--- src/rtl/aclock_pkg.sv ---
// Shared types and BCD helpers for the alarm-clock setter.
// Hour/minute increments wrap inside their own field only.
package aclock_pkg;

   typedef enum logic [1:0] {
      IDLE,
      EDIT_H,
      EDIT_M,
      LOAD
   } state_t;

   localparam logic [1:0] HR_T_MAX     = 2'd2;
   localparam logic [3:0] HR_U_MAX_AT2 = 4'd3;
   localparam logic [3:0] MIN_T_MAX    = 4'd5;
   localparam logic [3:0] DIG_MAX      = 4'd9;

   typedef struct packed {
      logic [1:0] t;
      logic [3:0] u;
   } hr_t;

   typedef struct packed {
      logic [3:0] t;
      logic [3:0] u;
   } min_t;

   function automatic hr_t hr_inc(hr_t h);
      hr_t r;
      r = h;
      if (h.t == HR_T_MAX && h.u == HR_U_MAX_AT2) begin
         r = '0;
      end else if (h.u == DIG_MAX) begin
         r.t = h.t + 2'd1;
         r.u = '0;
      end else begin
         r.u = h.u + 4'd1;
      end
      return r;
   endfunction

   function automatic min_t min_inc(min_t m);
      min_t r;
      r = m;
      if (m.u == DIG_MAX) begin
         r.u = '0;
         r.t = (m.t == MIN_T_MAX) ? 4'd0 : m.t + 4'd1;
      end else begin
         r.u = m.u + 4'd1;
      end
      return r;
   endfunction

endpackage

--- src/rtl/aclock_btn.sv ---
// Button front end: 2-FF synchronizer, stability debounce,
// one-cycle press pulse on the accepted rising level.
module aclock_btn #(
   parameter int DEB_CYCLES = 3
) (
   input  logic clk,
   input  logic reset,
   input  logic btn,
   output logic press,
   output logic held
);

   localparam int CW = $clog2(DEB_CYCLES + 1);

   logic          s1;
   logic          s2;
   logic [CW-1:0] cnt;

   // held only follows s2 after it differs for DEB_CYCLES straight cycles
   always_ff @(posedge clk or negedge reset) begin
      if (!reset) begin
         s1    <= 1'b0;
         s2    <= 1'b0;
         cnt   <= '0;
         held  <= 1'b0;
         press <= 1'b0;
      end else begin
         s1    <= btn;
         s2    <= s1;
         press <= 1'b0;
         if (s2 == held) begin
            cnt <= '0;
         end else if (cnt == CW'(DEB_CYCLES - 1)) begin
            cnt   <= '0;
            held  <= s2;
            press <= s2;
         end else begin
            cnt <= cnt + CW'(1);
         end
      end
   end

endmodule

--- src/rtl/aclock_setter.sv ---
// Push-button editor producing BCD time values and load strobes
// for the alarm clock core.
module aclock_setter
   import aclock_pkg::*;
#(
   parameter int DEB_CYCLES = 3,
   parameter int REP_CYCLES = 5,
   parameter int LD_CYCLES  = 2,
   parameter int TMO_CYCLES = 300
) (
   input  logic       clk,
   input  logic       reset,
   input  logic       btn_mode,
   input  logic       btn_set,
   input  logic       btn_inc,
   output logic [1:0] H_in1,
   output logic [3:0] H_in0,
   output logic [3:0] M_in1,
   output logic [3:0] M_in0,
   output logic       LD_time,
   output logic       LD_alarm,
   output logic       edit_on,
   output logic       edit_fld,
   output logic       edit_alm
);

   localparam int TW = $clog2(TMO_CYCLES + 1);
   localparam int RW = $clog2(REP_CYCLES + 1);
   localparam int LW = $clog2(LD_CYCLES + 1);

   logic mode_p, set_p, inc_p;
   logic mode_h, set_h, inc_h;

   aclock_btn #(.DEB_CYCLES(DEB_CYCLES)) u_mode (
      .clk(clk), .reset(reset), .btn(btn_mode),
      .press(mode_p), .held(mode_h)
   );
   aclock_btn #(.DEB_CYCLES(DEB_CYCLES)) u_set (
      .clk(clk), .reset(reset), .btn(btn_set),
      .press(set_p), .held(set_h)
   );
   aclock_btn #(.DEB_CYCLES(DEB_CYCLES)) u_inc (
      .clk(clk), .reset(reset), .btn(btn_inc),
      .press(inc_p), .held(inc_h)
   );

   state_t        state, state_n;
   logic          alm, alm_n;
   hr_t           hr, hr_n;
   min_t          mn, mn_n;
   logic [TW-1:0] tmo_cnt;
   logic [RW-1:0] rep_cnt;
   logic [LW-1:0] ld_cnt;
   logic          editing, inc_ev, any_ev, tmo_hit;

   assign editing = (state == EDIT_H) || (state == EDIT_M);
   assign inc_ev  = inc_p |
                    (inc_h && rep_cnt == RW'(REP_CYCLES - 1));
   assign any_ev  = mode_p | set_p | inc_ev;
   assign tmo_hit = !any_ev &&
                    tmo_cnt == TW'(TMO_CYCLES - 1);

   always_comb begin
      state_n = state;
      alm_n   = alm;
      hr_n    = hr;
      mn_n    = mn;
      unique case (state)
         IDLE: begin
            if (mode_p) begin
               state_n = EDIT_H;
               alm_n   = 1'b0;
            end else if (set_p) begin
               state_n = EDIT_H;
               alm_n   = 1'b1;
            end
         end
         EDIT_H: begin
            if (mode_p || tmo_hit) state_n = IDLE;
            else if (set_p)        state_n = EDIT_M;
            else if (inc_ev)       hr_n    = hr_inc(hr);
         end
         EDIT_M: begin
            if (mode_p || tmo_hit) state_n = IDLE;
            else if (set_p)        state_n = LOAD;
            else if (inc_ev)       mn_n    = min_inc(mn);
         end
         LOAD: begin
            if (ld_cnt == LW'(LD_CYCLES - 1)) state_n = IDLE;
         end
         default: state_n = IDLE;
      endcase
   end

   // a held button means the user is still active, so idle time waits
   always_ff @(posedge clk or negedge reset) begin
      if (!reset) begin
         state    <= IDLE;
         alm      <= 1'b0;
         hr       <= '0;
         mn       <= '0;
         tmo_cnt  <= '0;
         rep_cnt  <= '0;
         ld_cnt   <= '0;
         LD_time  <= 1'b0;
         LD_alarm <= 1'b0;
      end else begin
         state    <= state_n;
         alm      <= alm_n;
         hr       <= hr_n;
         mn       <= mn_n;
         tmo_cnt  <= (!editing || any_ev || mode_h || set_h || inc_h)
                     ? '0 : tmo_cnt + TW'(1);
         rep_cnt  <= (!editing || !inc_h || inc_ev)
                     ? '0 : rep_cnt + RW'(1);
         ld_cnt   <= (state == LOAD) ? ld_cnt + LW'(1) : '0;
         LD_time  <= (state_n == LOAD) && !alm_n;
         LD_alarm <= (state_n == LOAD) && alm_n;
      end
   end

   assign H_in1    = hr.t;
   assign H_in0    = hr.u;
   assign M_in1    = mn.t;
   assign M_in0    = mn.u;
   assign edit_on  = editing;
   assign edit_fld = (state == EDIT_M);
   assign edit_alm = alm;

endmodule

--- config.mk ---
export PLATFORM = sky130hd
export DESIGN_NAME = aclock_setter
export DESIGN_NICKNAME = d
export VERILOG_FILES = /design/src/rtl/aclock_pkg.sv /design/src/rtl/aclock_btn.sv /design/src/rtl/aclock_setter.sv
export SDC_FILE = /design/constraint.sdc
export NUM_CORES = 1
export LEC_CHECK = 0
export BUFFER_PORTS_ARGS = -buffer_cell sky130_fd_sc_hd__buf_4
export CAP_MARGIN = 5
export CORE_ASPECT_RATIO = 0.75
export CORE_MARGIN = 2
export CORE_UTILIZATION = 50
export CTS_BUF_LIST = sky130_fd_sc_hd__clkbuf_4 sky130_fd_sc_hd__clkbuf_8
export CTS_CLUSTER_SIZE = 28
export DETAILED_ROUTE_END_ITERATION = 7
export PLACE_DENSITY = 0.8
export SLEW_MARGIN = 5
export SYNTH_ARGS = -nofsm -noshare
export SYNTH_HDL_FRONTEND = slang
export SYNTH_SLANG_ARGS = --single-unit
--- constraint.sdc ---
create_clock -name clk -period 1.9 [get_ports clk]
set_input_delay 0.095 -clock clk [delete_from_list [all_inputs] [get_ports clk]]
set_output_delay 0.095 -clock clk [all_outputs]
set_load 0.02 [all_outputs]
Word level (Yosys, flattened, before mapping). Index checks and enable logic that the tools add are counted. Widths: inputs -> output; s select.

Word-level logic and storage cells: 119. Register bits after elaboration: 51. Output and inout port bits: 19. Bits of input ports: 5.

Multiplexer cells: 31. Reduce and logical (&&, ||, !) cells: 26. $add $sub $neg: 10. Bitwise logic cells: 8. Eq/ne operators: 18.

Operators with widths (number): $mux 2 (15); $eq 2x2->1 const B (7); $add 4x1->4 const B (3); $mux 4 (3); $add 2x1->2 const B (5); $reduce_and 5->1 (2); $add 9x1->9 const B (1); $eq 9x9->1 const B (1); $mux 1 (9); $mux 9 (1); $eq 4x4->1 const B (2); $logic_or 1x1->1 (8); $pmux 2 s4 (1); $reduce_and 4->1 (2); $mux 6 (1); $reduce_and 2->1 (3); $logic_and 1x1->1 (5); $not 1->1 (5); $eq 2x1->1 const B (2); $eq 4x2->1 const B (1); $eq 4x3->1 const B (1); $logic_not 1->1 (4); $add 3x1->3 const B (1); $eq 1x1->1 (3); other kinds (5) (7).

Longest topological paths before layout. Gate-level depths: netlist of run 1.

Word-level depth: 11. Mapped depth: 7. Gate-level depth less buffers: 7.

By module. From an unflattened synthesis of run 1, not the netlist that was laid out.

Cell total of the unflattened synthesis: 200. Area, all modules: 2347.3 µm².

By module, submodules not included: aclock_setter (cells each 164, sequential area each 825.8 µm², area each 1724.2 µm², instances 1); aclock_btn (cells each 12, sequential area each 150.1 µm², area each 207.7 µm², instances 3).

Worst setup path after synthesis of run 1. OpenSTA, ideal clock, no wires.

Path type: register -> register. Start: register state[0]. End: register mn (netlist bit M_in1[0]). Setup slack: 0.201 ns. Buffers on the path: 0. Period minus slack after synthesis: 1.699 ns. Required time: 1.820 ns. Library setup time: 0.080 ns. Cell stages (with the launch flop): 7. Arrival: 1.620 ns. Cells stage by stage: dfrtp_1 inv_1 ha_1 and2_1 nand3_1 nor3b_1 xor2_1.

Cells in the longest elaborated chain, start to end: 2.

Ends and longest elaborated chain: from (decl) (RTL line aclock_setter.sv:47) `state_t state, state_n;`; from (signal assigned) (RTL line aclock_setter.sv:108) `state <= state_n;`; $eq 2x2->1; named net edit_fld (RTL line aclock_setter.sv:23) `output logic edit_fld,`; $reduce_and 5->1 (no line); to (signal assigned) (RTL line aclock_setter.sv:111) `mn <= mn_n;`; to (decl) (RTL line aclock_setter.sv:50) `min_t mn, mn_n;`.

The timed path passes the listed nets, and every way through them passes these cells. A chain may end at the register's enable or synchronous reset.

Worst setup path in the final report of run 1.
Start: register state[0]. End: register mn (netlist bit M_in1[0]).

Cells in the longest elaborated chain, start to end: 2.

Ends and longest elaborated chain: $eq 2x2->1 (RTL line aclock_setter.sv:68) `unique case (state)`; $reduce_and 5->1 (no line).

Every way passes these cells.

==> results.txt, run 1 <==
Hold Vio Cnt, Final = 0
R2R depth = 6
Final HPWL DP = 2740 um
Clock Sinks = 51
IO Pins = 24
Avg Cell Area, Syn = 11.3 sq um
DRT Wirelength = 3750 um
Pwr dens = 1050 nW/um^2
Cells after synthesis = 203
Clock latency on the worst-skew pair = 0.30 ns
Antenna-violating nets left = 0
CP startpoint kind = flip-flop
Largest cells by area after synthesis = dfrtp_1 56%, ha_1 6.0%, xnor2_1 4.2%
Hold crit path type = in2async
H-tree Lvls = 2
Starting Density = 0.515
Die ar. = 5130 sq um
Synthesized flop and latch total = 51
Initial DRC Count = 96
Mapped Area = 2280 sq um
Total power draw = 2.82 mW
Final cell utilization of the core = 0.603
Fin Setup TNS = 0 ns
Vias/cell = 5.29
RSZ-0062 raised after global routing = no
Max Transition Viols Final = 0
Worst Setup End Kind = flip-flop
Die width = 82.1 um
Postcts setup bufs = 0
Worst Skew = 0.00432 ns
DRC viols = 0
Total GRT Usage = 0.168
First-pass GRT wire length = 6760 um
Min Tclk post-route = 1.74 ns
Worst-Margin Slew = 0.621 ns
Grt total ovfl = 0
Crit share post-route = 0.915
Critical Path Fanout Max = 8
Async S/R FF share, synth = 1.00
Primary FF master, synth = dfrtp_1
Placeable Area = 4440 sq um
Yosys top cell area share = 0.559
Post-DR wirelength/cell = 12.7 um
VDD IR max = 0.754 mV
Hold_ws = 0.344 ns
R2r startpoint = state[0]
Vias = 1560
Port-buffer cells = 23
Root buf cell = clkbuf_8
Post-synth EDFFs = 0
Yosys warning count = 0
Leak Pwr = 1.26 nW
Die Y = 62.5 um
FF-to-FF setup slack = 0.16 ns
Worst r2r dst = M_in1[0]
Kind of critical path = reg2reg
FMAX = 576 MHz
Initial antenna violation count = 0
Post-synth top area cell = dfrtp_1
Share of layout cells above drive strength 1 = 0.189
First-pass DRT Iterations = 4
Layout net count = 254
Fill count = 363
CTS tree = yes
Clock buffer depth = 2
Largest net degree at the start of global routing = 52
Net Count, Synth = 219
Final setup fails = 0
Vias in the first global route = 1540
Status = finished, final reports clean
Worst Path Required = 2.12 ns
Area Growth Syn to Fin = 17.1%
Register area share after synthesis = 0.559
Ant. Diodes = 0
WP data arrival = 1.95 ns
Max_slew headroom = 0.586
Cell variety after synth = 39
Gpl congestion = 0.791
Maxcap violations = 0
CTS Buf Count = 5
Clock input transition at the sequential cells of the worst setup and hold paths = 0.08 ns
Site row count = 21
-- timing repair --
item / 4_1_cts / 5_1_grt
setup endpoints to repair: 0 / 5
endpoints found under the hold margin: 54 / 0
gates resized for setup: 0 / 3
hold buffers: 4 / 0
-- report_power, final --
group	switching, mW	internal [mW]
Sequential	0.174	1.26
Clock	0.326	0.286
Combinational	0.421	0.351
Total	0.922	1.90
-- cell usage in the layout (no fill, tap or decap), types with 5 or more instances in the layout --
master    Yosys  routed
ha_1         11       9
nand3_1       8       8
a21oi_1       9       9
buf_4         0      25
nand2_1      10      10
clkbuf_8      0       6
inv_1        14      14
xnor2_1      11      11
nor2b_1       9       9
o21ai_0       5       5
dfrtp_1      51      51
nor2_1       16      16
nor3b_1       8       7
nor3_1        6       6
xor2_1        5       5
-- cell usage after synthesis, types with 2 or more instances --
library cell,n
and3b_1,3
xnor2_1,11
nor2b_1,9
dfrtp_1,51
nor3_1,6
nor2_1,16
and3_1,3
xor2_1,5
nand2_1,10
mux2_2,4
a21oi_1,9
nand4_1,4
nand3_1,8
inv_1,14
o21ai_0,5
ha_1,11
nor3_2,2
o21ai_1,4
nor3b_1,8
-- how the worst max path moves through the flow --
stage | start | slack [ns] | to
2_1_floorplan | state[0] | 0.20 | M_in1[0]
3_3_place_gp | state[0] | 0.18 | M_in1[0]
3_5_place_dp | state[0] | 0.13 | M_in1[0]
4_1_cts | state[0] | 0.1 | M_in1[0]
5_1_grt | state[0] | 0.009 | M_in1[0]
6_report | state[0] | 0.16 | M_in1[0]
-- state kept, by name (all words and copies together) (netlist names), 2 cells and up --
signal and flops:
u_inc.cnt 2, M_in0 4, H_in0 4, M_in1 4, state 2, u_set.cnt 2
ld_cnt 2, rep_cnt 3, u_mode.cnt 2, tmo_cnt 9, H_in1 2
-- critical path, stage by stage, from the launching register on --
cell     delay (ns)
dfrtp_1        0.42
inv_1          0.16
ha_2           0.28
and2_1         0.16
nand3_1        0.16
nor3b_1        0.29
xor2_1         0.19
-- area by class of cell --
| class | count | area, sq um | share of cell area |
|---|---|---|---|
| flip-flops and latches | 51 | 1280 | 0.477 |
| multi-input cells | 137 | 961 | 0.359 |
| repair buffers | 29 | 228 | 0.0851 |
| clock buffers | 6 | 82.6 | 0.0309 |
| well taps | 57 | 71.3 | 0.0266 |
| inverters | 14 | 52.6 | 0.0196 |
| clock inverters | 1 | 5.00 | 0.00187 |
-- through the flow --
stage	instances	area, sq um	setup slack, ns
final	295	2680	0.162
after CTS	295	2670	0.0970
after floorplan	203	2280	0.201
after global placement	284	2540	0.176
after global routing	295	2680	0.00928
after detailed placement	284	2540	0.134
-- layer usage --
| layer | track usage | routed length [um] | vias to the layer above | part of all wire |
|---|---|---|---|---|
| met3 | 0.0621 | 213 | 2 | 0.057 |
| met2 | 0.255 | 1730 | 33 | 0.46 |
| met1 | 0.236 | 1800 | 759 | 0.48 |
| li1 | - | - | 766 | - |
| met5 | 0 | 0 | - | 0 |
| met4 | 0.0250 | 8 | 0 | 0.0021 |
-- logic make-up after synthesis --
logic type | Yosys count | synth area share
and+or+nand+nor | 78 | 0.197
DFF | 51 | 0.559
AOI/OAI and AO/OA | 27 | 0.0728
xor gates and xnor gates | 16 | 0.0613
buffers and inverters | 15 | 0.0252
adders and majority gates | 11 | 0.0602
muxes | 5 | 0.0246
No activity file was read; power rests on OpenSTA's default activity.
==> run 2: changes to the inputs <==
ABC_AREA = 1   (was default)
==> run 2 against run 1 <==
  * Flip-flop and latch count unchanged
  * Non-clock buffer count down 2
  * Die area up 2.4%
  * Sequential power down 3%
  * Area after synthesis up 2.6%
  * Critical endpoint is now H_in0[3]
  * Highest routed layer unchanged
==> results.txt, run 2 <==
Status = finished, final reports clean
CTS tree = yes
Fin Setup TNS = 0 ns (unchanged)
First-pass GRT wire length = 7060 um (+4.5%)
Kind of critical path = reg2reg
FF-to-FF setup slack = 0.22 ns (+0.06 ns)
Count leader, synth = dfrtp_1
Worst Path Required = 2.10 ns (-0.02 ns)
Cts repair resizes = 0 (unchanged)
Layout net count = 299 (+18%)
Post-synth EDFFs = 0 (unchanged)
Postcts setup bufs = 0 (unchanged)
Largest net degree at the start of global routing = 52 (unchanged)
Initial antenna violation count = 0 (unchanged)
Maxcap violations = 0 (unchanged)
Largest cells by area after synthesis = dfrtp_1 54%, inv_1 7.7%, ha_1 5.9%
Clock latency on the worst-skew pair = 0.30 ns (about the same)
Starting Density = 0.522 (+0.00707)
WP data arrival = 1.88 ns (-0.07 ns)
R2R depth = 7 (+1)
First-pass DRT Iterations = 4 (unchanged)
Worst-Margin Slew = 0.621 ns (-0.000226 ns)
Placeable Area = 4490 sq um (+1.2%)
Vias/cell = 4.90 (-7.4%)
H-tree Lvls = 2 (unchanged)
Pre-CTS worst setup slack = 0.291 ns (+0.157 ns)
Leak Pwr = 1.37 nW (+8.4%)
Synth top cells by count = 51 x dfrtp_1, 48 x inv_1, 34 x nand2_1
Avg Cell Area, Syn = 9.37 sq um (-17%)
Yosys top cell area share = 0.545 (-0.0140)
Pwr dens = 1030 nW/um^2 (-2.0%)
Most common cell after layout, fill and taps aside = dfrtp_1
Die ar. = 5260 sq um (+2.4%)
CTS Buf Count = 5 (unchanged)
Worst Setup End Kind = flip-flop
Min Tclk post-route = 1.68 ns (-0.0616 ns)
DRC viols = 0 (unchanged)
Post-synth top area cell = dfrtp_1
Root buf cell = clkbuf_8
Total power draw = 2.81 mW (-0.33%)
Async S/R FF share, synth = 1.00 (unchanged)
Hold Vio Cnt, Final = 0 (unchanged)
Gpl congestion = 0.799 (+1.1%)
Final HPWL DP = 2970 um (+8.6%)
PnR worst setup slack = 0.224 ns (+0.0616 ns)
Post-DR wirelength/cell = 11.7 um (-7.9%)
Clock Sinks = 51 (unchanged)
Sequential cell area = 1280 sq um (unchanged)
VDD IR max = 0.713 mV (-5.4%)
Cells after synthesis = 250 (+23%)
Share of layout cells above drive strength 1 = 0.138 (-0.0513)
Register area share after synthesis = 0.545 (-0.0140)
RSZ-0062 raised after global routing = no
CP startpoint kind = flip-flop
Worst r2r dst = H_in0[3]
Max FFs per register = 9 (unchanged)
Area of the multi-input gates = 871 sq um (-9.4%)
FMAX = 597 MHz (+3.7%)
Hold crit path type = in2async
Commonest cells after routing, fill and taps aside = 51 x dfrtp_1, 48 x inv_1, 34 x nand2_1
Yosys warning count = 0 (unchanged)
Net Count, Synth = 266 (+21%)
Vias in the first global route = 1670 (+8.4%)
Ant. Diodes = 0 (unchanged)
Max Transition Viols Final = 0 (unchanged)
Cell variety after synth = 32 (-18%)
Vias = 1665 (+6.7%)
R2r startpoint = state[1]
Area Growth Syn to Fin = 16.2%
Initial DRC Count = 78 (-19%)
Critical Path Fanout Max = 6 (-2)
Max_slew headroom = 0.586 (about the same)
Mapped Area = 2340 sq um (+2.6%)
Die Y = 63.3 um (+1.2%)
Worst Skew = 0.00207 ns (-0.00225 ns)
Antenna-violating nets left = 0 (unchanged)
Most flops, register = tmo_cnt
IO Pins = 24 (unchanged)
Clock buffer depth = 2 (unchanged)
DRT Wirelength = 3980 um (+6.1%)
Grt total ovfl = 0 (unchanged)
Die width = 83.1 um (+1.2%)
Synthesized flop and latch total = 51 (unchanged)
Fill count = 386 (+6.3%)
Port-buffer cells = 23 (unchanged)
Clock input transition at the sequential cells of the worst setup and hold paths = 0.08 ns (about the same)
Primary FF master, synth = dfrtp_1
Final setup fails = 0 (unchanged)
Crit share post-route = 0.882 (-0.0324)
Site row count = 21 (unchanged)
Total GRT Usage = 0.169 (+0.00159)
==> run 2: through the flow <==
step,utilization,std cells,instance area [sq um],hold WS (ns)
after CTS,0.606,340,2720,0.359
after floorplan,-,250,2340,-0.201
after global placement,0.573,329,2580,0.162
after global routing,0.606,340,2720,0.361
final,0.606,340,2720,0.353
after detailed placement,0.573,329,2580,0.158
==> run 2: what timing repair did <==
item                                   4_1_cts  5_1_grt
hold buffers                                 4        0
endpoints found under the hold margin       54        0
setup endpoints to repair                    0        0
==> run 2: worst max path at each step <==
stage / start / to
final: state[1] / H_in0[3]
after global routing: state[1] / H_in0[3]
after CTS: state[1] / H_in0[3]
after detailed placement: tmo_cnt[0] / tmo_cnt[8]
after global placement: state[1] / H_in1[0]
after floorplan: state[0] / M_in1[1]
==> run 2: routing by layer <==
layer  up-vias  wire (um)  GRT usage
met5         -          0          0
met4         0         82     0.0738
met3         9        155     0.0433
met2        25       1870      0.287
met1       782       1860      0.206
li1        849          -          -
==> run 2: cell type report <==
cell class                      count  area share
Sequential cell                    51       0.469
Multi-Input combinational cell    149       0.320
Tap cell                           57      0.0262
Clock buffer                        6      0.0280
Timing Repair Buffer               27      0.0781
Clock inverter                      1      0.0110
Inverter                           49      0.0680
==> run 2: kinds of logic after synthesis <==
family,Yosys count,share of synthesized area
xor+xnor,12,0.0448
flops,51,0.545
fa+ha+maj,11,0.0587
compound gates,23,0.0609
buf+inv,50,0.0838
mux,3,0.0128
simple gates,100,0.194
==> run 2: power breakdown <==
group,switching (mW),internal [mW]
sequential,0.145,1.25
combinational,0.412,0.271
clock,0.333,0.400
==> run 2: worst max-delay path, cell delays in order, from the launching register on <==
cell	delay (ns)
dfrtp_1	0.44
inv_1	0.14
ha_1	0.16
inv_1	0.06
nor2_1	0.14
nand2_1	0.17
o21ai_0	0.21
nor3b_1	0.26
==> run 3: changes to the inputs <==
SYNTH_HIERARCHICAL = 1   (was default)
==> run 3 against run 2 <==
  * Synthesized cell count up 7.6%
  * Clock skew up 0.0050 ns
  * Core utilization up 0.62 points
  * Clock power down 16%
  * Register-to-register slack better by 0.02 ns
  * Flip-flop and latch count unchanged
  * Critical path type unchanged
  * Routed wire length up 4.1%
  * Die area up 2.7%
  * Sequential share of layout area down 1.0 points
==> results.txt, run 3 <==
Status = finished, final reports clean
Min Tclk post-route = 1.66 ns (-0.0190 ns)
Layout net count = 317 (+6.0%)
WP data arrival = 1.86 ns (-0.02 ns)
Clock buffer depth = 2 (unchanged)
Site row count = 21 (unchanged)
Placeable Area = 4550 sq um (+1.2%)
Initial DRC Count = 52 (-33%)
Largest cells by area after synthesis = dfrtp_1 53%, nand2_1 8.1%, inv_1 7.6%
Max FFs per register = 9 (unchanged)
Vias in the first global route = 1774 (+6.2%)
First-pass GRT wire length = 7420 um (+5.2%)
Antenna-violating nets left = 0 (unchanged)
Total GRT Usage = 0.173 (+0.00374)
Avg Cell Area, Syn = 8.96 sq um (-4.4%)
Root buf cell = clkbuf_8
Final HPWL DP = 3060 um (+2.9%)
DRT Wirelength = 4140 um (+4.1%)
Area of the multi-input gates = 942 sq um (+8.2%)
Worst Skew = 0.00706 ns (+0.00499 ns)
Cts repair resizes = 0 (unchanged)
Final setup fails = 0 (unchanged)
Leak Pwr = 1.41 nW (+3.2%)
Die width = 84.2 um (+1.3%)
Async S/R FF share, synth = 1.00 (unchanged)
Port-buffer cells = 23 (unchanged)
Vias/cell = 4.82 (-1.6%)
Critical-path top delay cell = dfrtp_1
Synthesized flop and latch total = 51 (unchanged)
Ant. Diodes = 0 (unchanged)
Yosys warning count = 6 (+6)
Most common cell after layout, fill and taps aside = nand2_1
Clk pwr share = 0.202 (-0.059)
Sequential cell area = 1280 sq um (unchanged)
Fill count = 407 (+5.4%)
DRC viols = 0 (unchanged)
Critical path startpoint = state[0]
FMAX = 603 MHz (+1.1%)
R2r startpoint = state[0]
Worst Path Required = 2.10 ns (about the same)
Mapped Area = 2410 sq um (+2.8%)
CTS tree = yes
Pwr dens = 1100 nW/um^2 (+6.5%)
Hold Vio Cnt, Final = 0 (unchanged)
Kind of critical path = reg2reg
Fin Setup TNS = 0 ns (unchanged)
Post-DR wirelength/cell = 11.5 um (-1.9%)
R2R depth = 8 (+1)
Max_slew headroom = 0.584 (-0.00148)
Vias = 1740 (+4.5%)
Die ar. = 5400 sq um (+2.7%)
Net Count, Synth = 283 (+6.4%)
Grt total ovfl = 0 (unchanged)
Most flops, register = tmo_cnt
Share of layout cells above drive strength 1 = 0.168 (+0.0300)
Clock input transition at the sequential cells of the worst setup and hold paths = 0.09 ns (about the same)
Count leader, synth = nand2_1
Gpl congestion = 0.826 (+3.3%)
CP max stage delay = 0.43 ns (about the same)
Post-synth EDFFs = 0 (unchanged)
Crit path cell chain = inv_1 > ha_1 > nand3_4 > nor2_4 > nand2_2 > nor2_2 > nand2_1 > xor2_1
Sw Share = 0.376 (+0.0594)
P_sw = 1.15 mW (+29%)
Maxcap violations = 0 (unchanged)
H-tree Lvls = 2 (unchanged)
Max Transition Viols Final = 0 (unchanged)
Worst Setup End Kind = flip-flop
CTS Buf Count = 5 (unchanged)
Hold crit path type = in2async
IO Pins = 24 (unchanged)
Register area share after synthesis = 0.530 (-0.0150)
Hold_buf cts = 4 (unchanged)
Total power draw = 3.06 mW (+8.8%)
Final cell utilization of the core = 0.612 (+0.00621)
Synth top cells by count = 52 x nand2_1, 51 x dfrtp_1, 49 x inv_1
RSZ-0062 raised after global routing = no
Gate power share = 0.324 (+0.081)
CP startpoint kind = flip-flop
Cells after synthesis = 269 (+7.6%)
Clock latency on the worst-skew pair = 0.30 ns (about the same)
Die Y = 64.1 um (+1.3%)
Post-synth top area cell = dfrtp_1
Starting Density = 0.530 (+0.00856)
Hold_ws = 0.344 ns (-0.00834 ns)
First-pass DRT Iterations = 4 (unchanged)
Area Growth Syn to Fin = 15.5%
Worst r2r dst = M_in1[3]
Flop pwr share = 0.474 (-0.022)
Yosys top cell area share = 0.530 (-0.0150)
Placed Instance Area = 2650 sq um (+3.0%)
VDD IR max = 0.613 mV (-14%)
Commonest cells after routing, fill and taps aside = 52 x nand2_1, 51 x dfrtp_1, 49 x inv_1
Crit share post-route = 0.872 (-0.0100)
Worst-Margin Slew = 0.623 ns (+0.00223 ns)
Int Pwr = 1.91 mW (-0.61%)
Finished Cell Area = 2780 sq um (+2.2%)
Clock Sinks = 51 (unchanged)
Cell variety after synth = 30 (-6.3%)
Largest net degree at the start of global routing = 52 (unchanged)
Postcts setup bufs = 0 (unchanged)
FF-to-FF setup slack = 0.24 ns (+0.02 ns)
Primary FF master, synth = dfrtp_1
Critical Path Fanout Max = 7 (+1)
Initial antenna violation count = 0 (unchanged)
==> run 3: worst max-delay path: cells and delay by family (launching register included) <==
family | cells | cell delay (ns)
buf+inv | 1 | 0.17
simple gates | 5 | 0.54
xor+xnor | 1 | 0.14
fa+ha+maj | 1 | 0.28
flops | 1 | 0.43
==> run 3: worst max path at each step <==
stage,endpoint,slack [ns],depth (start not counted)
finish,M_in1[3],0.24,8
global route,LD_alarm,0.02,12
CTS,M_in1[3],0.22,10
detailed placement,M_in1[3],0.24,10
global placement,M_in1[3],0.34,10
floorplan,M_in1[3],0.27,8
==> run 3: layout make-up <==
class                           instances  area share
Sequential cell                        51       0.459
Multi-Input combinational cell        167       0.339
Timing Repair Buffer                   27      0.0764
Inverter                               51      0.0688
Clock buffer                            6      0.0274
Tap cell                               57      0.0256
Clock inverter                          2     0.00450
==> run 3: per-stage QoR <==
| stage | worst slack [ns] | std cells |
|---|---|---|
| final | 0.243 | 361 |
| after floorplan | 0.273 | 269 |
| after CTS | 0.223 | 361 |
| after detailed placement | 0.239 | 349 |
| after global routing | 0.0219 | 361 |
| after global placement | 0.342 | 349 |
==> run 3: layer usage <==
metal | global-route usage | part of all wire
met1 | 0.223 | 0.47
met2 | 0.277 | 0.47
met3 | 0.0413 | 0.041
met4 | 0.0827 | 0.015
met5 | 0 | 0
==> run 3: power by group through the flow <==
stage | Clock (mW) | Sequential (mW) | Combinational (mW)
finish | 0.618 | 1.45 | 0.989
floorplan | 0 | 1.48 | 0.657
global placement | 0 | 1.46 | 0.933
detailed placement | 0 | 1.47 | 0.987
global route | 0.686 | 1.48 | 1.14
CTS | 0.640 | 1.45 | 1.00
==> run 3: cells by family (layout without fill, tap and decap cells) <==
| kind of cell | Yosys count | in the layout | share of synthesized area |
|---|---|---|---|
| adders and majority gates | 9 | 9 | 0.0467 |
| DFF | 51 | 51 | 0.530 |
| and+or+nand+nor | 124 | 124 | 0.252 |
| buffers and inverters | 51 | 86 | 0.0794 |
| xor gates and xnor gates | 6 | 6 | 0.0218 |
| AOI/OAI and AO/OA | 28 | 28 | 0.0701 |
